## src/rtl/load_store_unit.sv

```systemverilog
// load_store_unit
//   Memory-access stage between execute and writeback. It is the only driver
//   of the 32-word DCache. It accepts one request per in_valid/in_ready
//   handshake and checks the byte address. LDR and STR go through the DCache:
//   the cache reads on posedge and writes on negedge. Every other uop passes
//   its in_data straight through. Each result is held on the wb_* port until
//   writeback accepts it.
//
// Ports
//   clock, reset_n              : single clock, synchronous active-low reset
//   in_valid/in_ready           : request handshake from execute
//   in_uop/in_addr/in_data/in_rd: request fields
//   dc_addr/dc_data/dc_uop      : DCache word index, store data, micro-op
//   dc_rdata                    : DCache read data (valid one cycle after read)
//   wb_valid/wb_ready           : result handshake to writeback
//   wb_rd/wb_data/wb_we/wb_fault: result fields
//   ld_count/st_count           : saturating completed LDR/STR counters
module load_store_unit #(
  parameter logic [4:0]  NOP_UOP = 5'd0,
  parameter logic [4:0]  LDR_UOP = 5'd1,
  parameter logic [4:0]  STR_UOP = 5'd2,
  parameter int unsigned CNT_W   = 16
) (
  input  logic             clock,
  input  logic             reset_n,
  input  logic             in_valid,
  output logic             in_ready,
  input  logic [4:0]       in_uop,
  input  logic [31:0]      in_addr,
  input  logic [31:0]      in_data,
  input  logic [3:0]       in_rd,
  output logic [4:0]       dc_addr,
  output logic [31:0]      dc_data,
  output logic [4:0]       dc_uop,
  input  logic [31:0]      dc_rdata,
  output logic             wb_valid,
  input  logic             wb_ready,
  output logic [3:0]       wb_rd,
  output logic [31:0]      wb_data,
  output logic             wb_we,
  output logic             wb_fault,
  output logic [CNT_W-1:0] ld_count,
  output logic [CNT_W-1:0] st_count
);

  typedef enum logic [1:0] {
    IDLE    = 2'd0,
    ISSUE   = 2'd1,
    CAPTURE = 2'd2,
    OUT     = 2'd3
  } state_t;

  state_t           state_r, state_s;
  logic [4:0]       req_uop_r, req_uop_s;
  logic             in_ready_s;
  logic [4:0]       dc_addr_s;
  logic [31:0]      dc_data_s;
  logic [4:0]       dc_uop_s;
  logic             wb_valid_s;
  logic [3:0]       wb_rd_s;
  logic [31:0]      wb_data_s;
  logic             wb_we_s;
  logic             wb_fault_s;
  logic [CNT_W-1:0] ld_count_s, st_count_s;
  logic             is_mem_s, addr_fault_s;

  // Saturating increment: once all-ones, the counter stays there until reset.
  function automatic logic [CNT_W-1:0] sat_inc(input logic [CNT_W-1:0] v);
    if (&v) begin
      sat_inc = v;
    end else begin
      sat_inc = v + {{(CNT_W-1){1'b0}}, 1'b1};
    end
  endfunction

  // Classify the offered request: memory op or not, and legal word address or not.
  always_comb begin
    is_mem_s     = (in_uop == LDR_UOP) || (in_uop == STR_UOP);
    addr_fault_s = (in_addr[1:0] != 2'b00) || (in_addr[31:7] != 25'd0);
  end

  // Next-state and next-output logic. Every output is registered. The DCache
  // drive registers also hold the request's word index and store data, so
  // they are loaded only when a legal memory op is accepted. Outside ISSUE
  // they fall back to NOP/0.
  always_comb begin
    state_s    = state_r;
    req_uop_s  = req_uop_r;
    dc_uop_s   = NOP_UOP;
    dc_addr_s  = 5'd0;
    dc_data_s  = 32'd0;
    wb_valid_s = wb_valid;
    wb_rd_s    = wb_rd;
    wb_data_s  = wb_data;
    wb_we_s    = wb_we;
    wb_fault_s = wb_fault;
    ld_count_s = ld_count;
    st_count_s = st_count;
    case (state_r)
      IDLE: begin
        if (in_valid) begin
          req_uop_s = in_uop;
          wb_rd_s   = in_rd;
          if (is_mem_s && !addr_fault_s) begin
            state_s   = ISSUE;
            dc_uop_s  = in_uop;
            dc_addr_s = in_addr[6:2];
            dc_data_s = in_data;
          end else if (is_mem_s) begin
            state_s    = OUT;
            wb_valid_s = 1'b1;
            wb_data_s  = 32'd0;
            wb_we_s    = 1'b0;
            wb_fault_s = 1'b1;
          end else begin
            state_s    = OUT;
            wb_valid_s = 1'b1;
            wb_data_s  = in_data;
            wb_we_s    = 1'b1;
            wb_fault_s = 1'b0;
          end
        end else begin
          state_s = IDLE;
        end
      end
      ISSUE: begin
        // A store was written at this cycle's negedge. A load is registered
        // by the DCache at the edge that ends this cycle.
        if (req_uop_r == STR_UOP) begin
          state_s    = OUT;
          wb_valid_s = 1'b1;
          wb_data_s  = 32'd0;
          wb_we_s    = 1'b0;
          wb_fault_s = 1'b0;
          st_count_s = sat_inc(st_count);
        end else begin
          state_s = CAPTURE;
        end
      end
      CAPTURE: begin
        // dc_rdata holds the loaded word during this cycle only.
        state_s    = OUT;
        wb_valid_s = 1'b1;
        wb_data_s  = dc_rdata;
        wb_we_s    = 1'b1;
        wb_fault_s = 1'b0;
        ld_count_s = sat_inc(ld_count);
      end
      OUT: begin
        if (wb_ready) begin
          state_s    = IDLE;
          wb_valid_s = 1'b0;
        end else begin
          state_s = OUT;
        end
      end
      default: begin
        state_s    = IDLE;
        wb_valid_s = 1'b0;
      end
    endcase
    in_ready_s = (state_s == IDLE);
  end

  // State and output registers. Reset takes priority over every other event.
  always_ff @(posedge clock) begin
    if (!reset_n) begin
      state_r   <= IDLE;
      req_uop_r <= 5'd0;
      in_ready  <= 1'b1;
      dc_uop    <= NOP_UOP;
      dc_addr   <= 5'd0;
      dc_data   <= 32'd0;
      wb_valid  <= 1'b0;
      wb_rd     <= 4'd0;
      wb_data   <= 32'd0;
      wb_we     <= 1'b0;
      wb_fault  <= 1'b0;
      ld_count  <= {CNT_W{1'b0}};
      st_count  <= {CNT_W{1'b0}};
    end else begin
      state_r   <= state_s;
      req_uop_r <= req_uop_s;
      in_ready  <= in_ready_s;
      dc_uop    <= dc_uop_s;
      dc_addr   <= dc_addr_s;
      dc_data   <= dc_data_s;
      wb_valid  <= wb_valid_s;
      wb_rd     <= wb_rd_s;
      wb_data   <= wb_data_s;
      wb_we     <= wb_we_s;
      wb_fault  <= wb_fault_s;
      ld_count  <= ld_count_s;
      st_count  <= st_count_s;
    end
  end

endmodule

```

## config.mk

```make
export PLATFORM = sky130hd
export DESIGN_NAME = load_store_unit
export DESIGN_NICKNAME = d
export VERILOG_FILES = /design/src/rtl/load_store_unit.sv
export SDC_FILE = /design/constraint.sdc
export NUM_CORES = 1
export LEC_CHECK = 0
export ABC_CLOCK_PERIOD_IN_PS = 3400
export CORE_MARGIN = 2
export CORE_UTILIZATION = 40
export CTS_BUF_LIST = sky130_fd_sc_hd__clkbuf_8
export CTS_CLUSTER_SIZE = 30
export DETAILED_ROUTE_END_ITERATION = 6
export PLACE_DENSITY = 0.74
export RECOVER_POWER = 25
export SYNTH_ARGS = -nofsm -noshare
export SYNTH_HDL_FRONTEND = slang
export SYNTH_SLANG_ARGS = --single-unit
```

## constraint.sdc

```tcl
create_clock -name clock -period 3.4 [get_ports clock]
set_clock_uncertainty 0.1 [all_clocks]
set_input_delay 1.02 -clock clock [delete_from_list [all_inputs] [get_ports clock]]
set_output_delay 1.02 -clock clock [all_outputs]
set_load 0.02 [all_outputs]
```

== Word-level counts from Yosys, hierarchy flattened ==
Cells that the tools add are included.
Storage, ports and cells
  register bits after elaboration: 121
  output and inout bits: 114
Operators by class
  add/subtract/negate cells: 2
  equality and inequality tests: 10
  muxes and demuxes: 24
  bitwise operators: 2
  reduce and logical (&&, ||, !) cells: 17
Operator list (number)
  $mux 32: 4
  $pmux 32 s3: 1
  $add 16x1->16 const B: 2
  $reduce_and 16->1: 2
  $reduce_bool 25->1: 1
  $mux 1: 12
  $reduce_and 4->1: 3
  $eq 5x2->1 const B: 2
  $ne 2x2->1 const B: 4
  $pmux 2 s4: 1
  $mux 2: 3
  $pmux 1 s3: 2
  $eq 5x1->1 const B: 1
  $eq 2x2->1 const B: 2
  $logic_not 2->1: 2
  $pmux 1 s4: 1
  $reduce_and 2->1: 2
  $reduce_and 3->1: 1
  $reduce_bool 3->1: 1
  $eq 2x1->1 const B: 1
  $logic_or 1x1->1: 2
  $not 1->1: 2
  $reduce_bool 2->1: 1
  $logic_and 1x1->1: 1
  $logic_not 1->1: 1

== Longest topological paths before layout ==
Gate-level depths: netlist (run 1).
  depth in word-level cells: 8
  depth in mapped cells: 8
  gate-level depth less buffers: 7

== Worst setup path after synthesis (run 1) ==
No wires, ideal clock.
  kind: input to register
  start: in in_addr[19]
  end: reg wb_data[15]
  library setup time: 0.146 ns
  arrival: 2.315 ns
  required time: 3.154 ns
  slack: 0.838 ns
  stages: 6
  path buffers: 1
  path through: or4_1 nor2_1 nand4_1 buf_2 a21oi_1 a211oi_2
On the way
  cells in the longest elaborated chain, start to end: 6
Ends and longest elaborated chain
  from (decl): RTL line 29  | input logic [31:0] in_addr,
  $reduce_bool 25->1: RTL line 79  | addr_fault_s = (in_addr[1:0] != 2'b00) || (in_addr[31:7] != 25'd0);
  $logic_or 1x1->1: RTL line 79
  $logic_not 1->1: RTL line 104  | if (is_mem_s && !addr_fault_s) begin
  $logic_and 1x1->1: RTL line 104
  $ne 2x2->1 (no source line)
  $reduce_and 4->1 (no source line)
  to (signal assigned): RTL line 190  | wb_data <= wb_data_s;
  to (decl): RTL line 39  | output logic [31:0] wb_data,
No other way between the ends.
A chain may end at the register's enable or synchronous reset.

== Final worst setup path (run 1) ==
  start: in in_addr[19]
  end: reg wb_data[9]
Same word-level chain as after synthesis.

==> results.yml, run 1 <==
power_and_ir_drop:
  internal_power_w: 0.00293
  power_w: 0.00437
  seqPwrFrac: 0.388
  power_leakage_nw: 2.85
  p_sw_w: 0.00144
  p_comb_frac: 0.329
  vdd_drop_max_uv: 244
  swShare: 0.329
  power.density_nw_per_um2: 565
  power_frac_clock: 0.282
worst_setup_path:
  cp-endpoint: "wb_data[9]"
  path_max_fanout: 33
  r2r_slack_ns: 0.76
  worstPathArrival_ns: 3.13
  start_kind: "primary input"
  crit_start: "in_addr[19]"
  r2r-start: "st_count[6]"
  r2r_end: "st_count[15]"
  critical_path.cell_chain: "dlygate4sd3_1 > or4_1 > nor2_1 > and4_1 > nor2_2 > buf_4 > a211oi_1"
  worstPathRequired_ns: 3.64
  critPathMaxStageDelay_ns: 0.52
  cp_slowest_cell: "dlygate4sd3_1"
  critPathKind: "in2reg"
  end_kind: "flip-flop"
  reg2reg_depth: 5
clocking:
  worstSkewPairLatency_ns: 0.42
  root_buffer: "clkbuf_8"
  clkSlewWorstSetupHoldPaths_ns: 0.07
  cts_tree: "built"
  cts_buffers: 17
  holdBufCountCts: 0
  cts_resized: 0
  numClockSinks: 121
  htreeDepth: 4
  clockBufferDepth: 2
  post_cts.repair.setup_buffers: 0
floorplan:
  die_h_um: 116
  start_util: 0.414
  dieArea_sq_um: 13400
  io_pins: 223
  row_count: 40
  die_width_um: 116
  core_sq_um: 12100
synthesis:
  yosysWarnings: 0
  avgSynthCellArea_sq_um: 9.48
  synthDistinctLibCells: 49
  ys_seq_area_frac: 0.483
  synth_edf_count: 0
  synth_top_flop_cell: "dfxtp_1"
  synth-async-reset-ratio: 0
  syn_inst: 529
  ys_ff_latch: 121
  syn-cell-area_sq_um: 5010
final_layout:
  area_growth_syn_to_layout_pct: 54.5
  nets: 864
  final_cell_mix: "clkdlybuf4s50_1 (206), dfxtp_1 (121), a21oi_1 (53)"
  finish.utilization: 0.640
  register_area_sq_um: 2420
  antenna_cells: 0
  n_fill_cell: 1040
  layout_commonest_cell: "clkdlybuf4s50_1"
  design_area_sq_um: 7750
  drive_above_1_share: 0.0804
  multiInputGateArea_sq_um: 2380
routing:
  wl_per_cell_um: 16.4
  postRouteAntennaNets: 0
  routed_wl_um: 15200
  dr.pass1.iters: 5
  vias: 4828
  drtIter0Drc: 284
  vias_per_cell: 5.21
  drc: 0
hold_path:
  hold_class: "reg2reg"
  hold_path_depth: 2
sta:
  fmax_mhz: 345
  finalHoldViolCount: 0
  setup-violations-final: 0
  tns_ns: 0
  grt_setup_unrepaired: "false"
  period_share: 0.852
  slew_headroom: 0.157
  worst_pin_slew_ns: 1.26
  report.final.slew_viol_count: 0
  hold_ws_ns: 0.357
  period_needed_ns: 2.90
place:
  io_buffers: 222
  gp_congestion: 0.843
  place_area_sq_um: 7400
  place_hpwl_um: 11200
global_route:
  grt_pass1_vias: 4727
  grt_max_degree: 44
  gr-total-overflow: 0
  grt_pass1_wl_um: 23400
  grtUsageTotal: 0.224
  antenna_found_initial: 0
run:
  drv_cap: 0
run_status:
  status: "completed"
cell families (layout without fill, tap and decap cells):
family,after synthesis,count (layout),synth area share
simple gates,185,185,0.203
flops,121,121,0.483
other cells,1,3,0.000748
buf+inv,44,272,0.0402
fa+ha+maj,8,8,0.0200
mux,3,3,0.00599
xor+xnor,20,20,0.0349
compound gates,147,147,0.212
stage by stage:
stage | cells | setup slack (ns)
4_1_cts | 927 | 0.665
3_5_place_dp | 896 | 0.200
2_1_floorplan | 531 | 0.838
5_1_grt | 927 | 0.362
3_3_place_gp | 896 | 0.275
6_report | 927 | 0.503
routing by layer:
| layer | share of wire | track usage | vias to the layer above | wire length [um] |
|---|---|---|---|---|
| met2 | 0.49 | 0.394 | 172 | 7500 |
| met3 | 0.068 | 0.0607 | 27 | 1030 |
| met5 | 0 | 0 | - | 0 |
| met4 | 0.023 | 0.0929 | 0 | 343 |
| li1 | - | - | 2351 | - |
| met1 | 0.42 | 0.258 | 2278 | 6330 |
worst min-delay path by stage:
| stage | from | slack, ns | endpoint |
|---|---|---|---|
| CTS | wb_rd[3] | 0.36 | wb_rd[3] |
| global placement | req_uop_r[1] | 0.34 | req_uop_r[1] |
| global route | wb_rd[0] | 0.39 | wb_rd[0] |
| finish | wb_rd[3] | 0.36 | wb_rd[3] |
| floorplan | req_uop_r[1] | 0.33 | req_uop_r[1] |
| detailed placement | wb_rd[3] | 0.35 | wb_rd[3] |
sequential cells by signal (all words and copies together) (netlist names), 2 cells and up:
register,count
wb_data,32
ld_count,16
state_r,2
dc_data,32
wb_rd,4
dc_addr,5
req_uop_r,5
dc_uop,5
st_count,16
worst max-delay path, delay by kind of cell:
family	cells	cell delay [ns]
compound gates	1	0.27
buf+inv	2	0.78
simple gates	4	1.05
synth_stat cells, types with 2 or more instances:
master / instances / area, sq um
nor3_2: 2 / 20.0
o21bai_1: 2 / 15.0
and4_1: 8 / 70.1
buf_1: 2 / 7.51
nor2b_1: 3 / 18.8
nand3_1: 15 / 75.1
ha_1: 8 / 100
a22oi_1: 32 / 240
or4_1: 5 / 37.5
xor2_1: 4 / 35.0
a211oi_2: 12 / 150
and2_1: 44 / 275
dfxtp_1: 121 / 2420
nor2_1: 29 / 109
a21oi_1: 54 / 270
nand2b_1: 3 / 18.8
nand2_1: 39 / 146
a31o_2: 3 / 26.3
clkbuf_1: 23 / 86.3
inv_1: 8 / 30.0
o31ai_1: 2 / 15.0
nand4_1: 9 / 56.3
a211oi_1: 23 / 173
buf_2: 5 / 25.0
o21ai_0: 8 / 40.0
xnor2_1: 16 / 140
nor4_1: 9 / 56.3
buf_4: 2 / 15.0
and3_1: 6 / 37.5
nor3_1: 6 / 30.0
a2111oi_2: 3 / 45.0
and4b_1: 2 / 20.0
mux2i_1: 3 / 30.0
buf_6: 3 / 33.8
layout make-up:
cell class | count | share of cell area
Clock buffer | 20 | 0.0355
Clock inverter | 11 | 0.0137
Tap cell | 168 | 0.0271
Timing Repair Buffer | 232 | 0.299
Multi-Input combinational cell | 366 | 0.308
Sequential cell | 121 | 0.313
Inverter | 9 | 0.00436
power by group through the flow:
stage                     Combinational, W  Clock (W)  Sequential (W)
final                              0.00144    0.00123         0.00170
after global routing               0.00155    0.00133         0.00172
after CTS                          0.00145    0.00128         0.00170
after detailed placement           0.00145          0         0.00173
after global placement             0.00142          0         0.00172
after floorplan                   0.000633          0         0.00190
Power figures use the tool's default switching activity.
==> inputs of run 2 (changes only) <==
CTS_CLUSTER_DIAMETER = 40   (was unset)
==> results of run 2 <==
The final DEF is identical to that of run 1; final timing and power are the same.
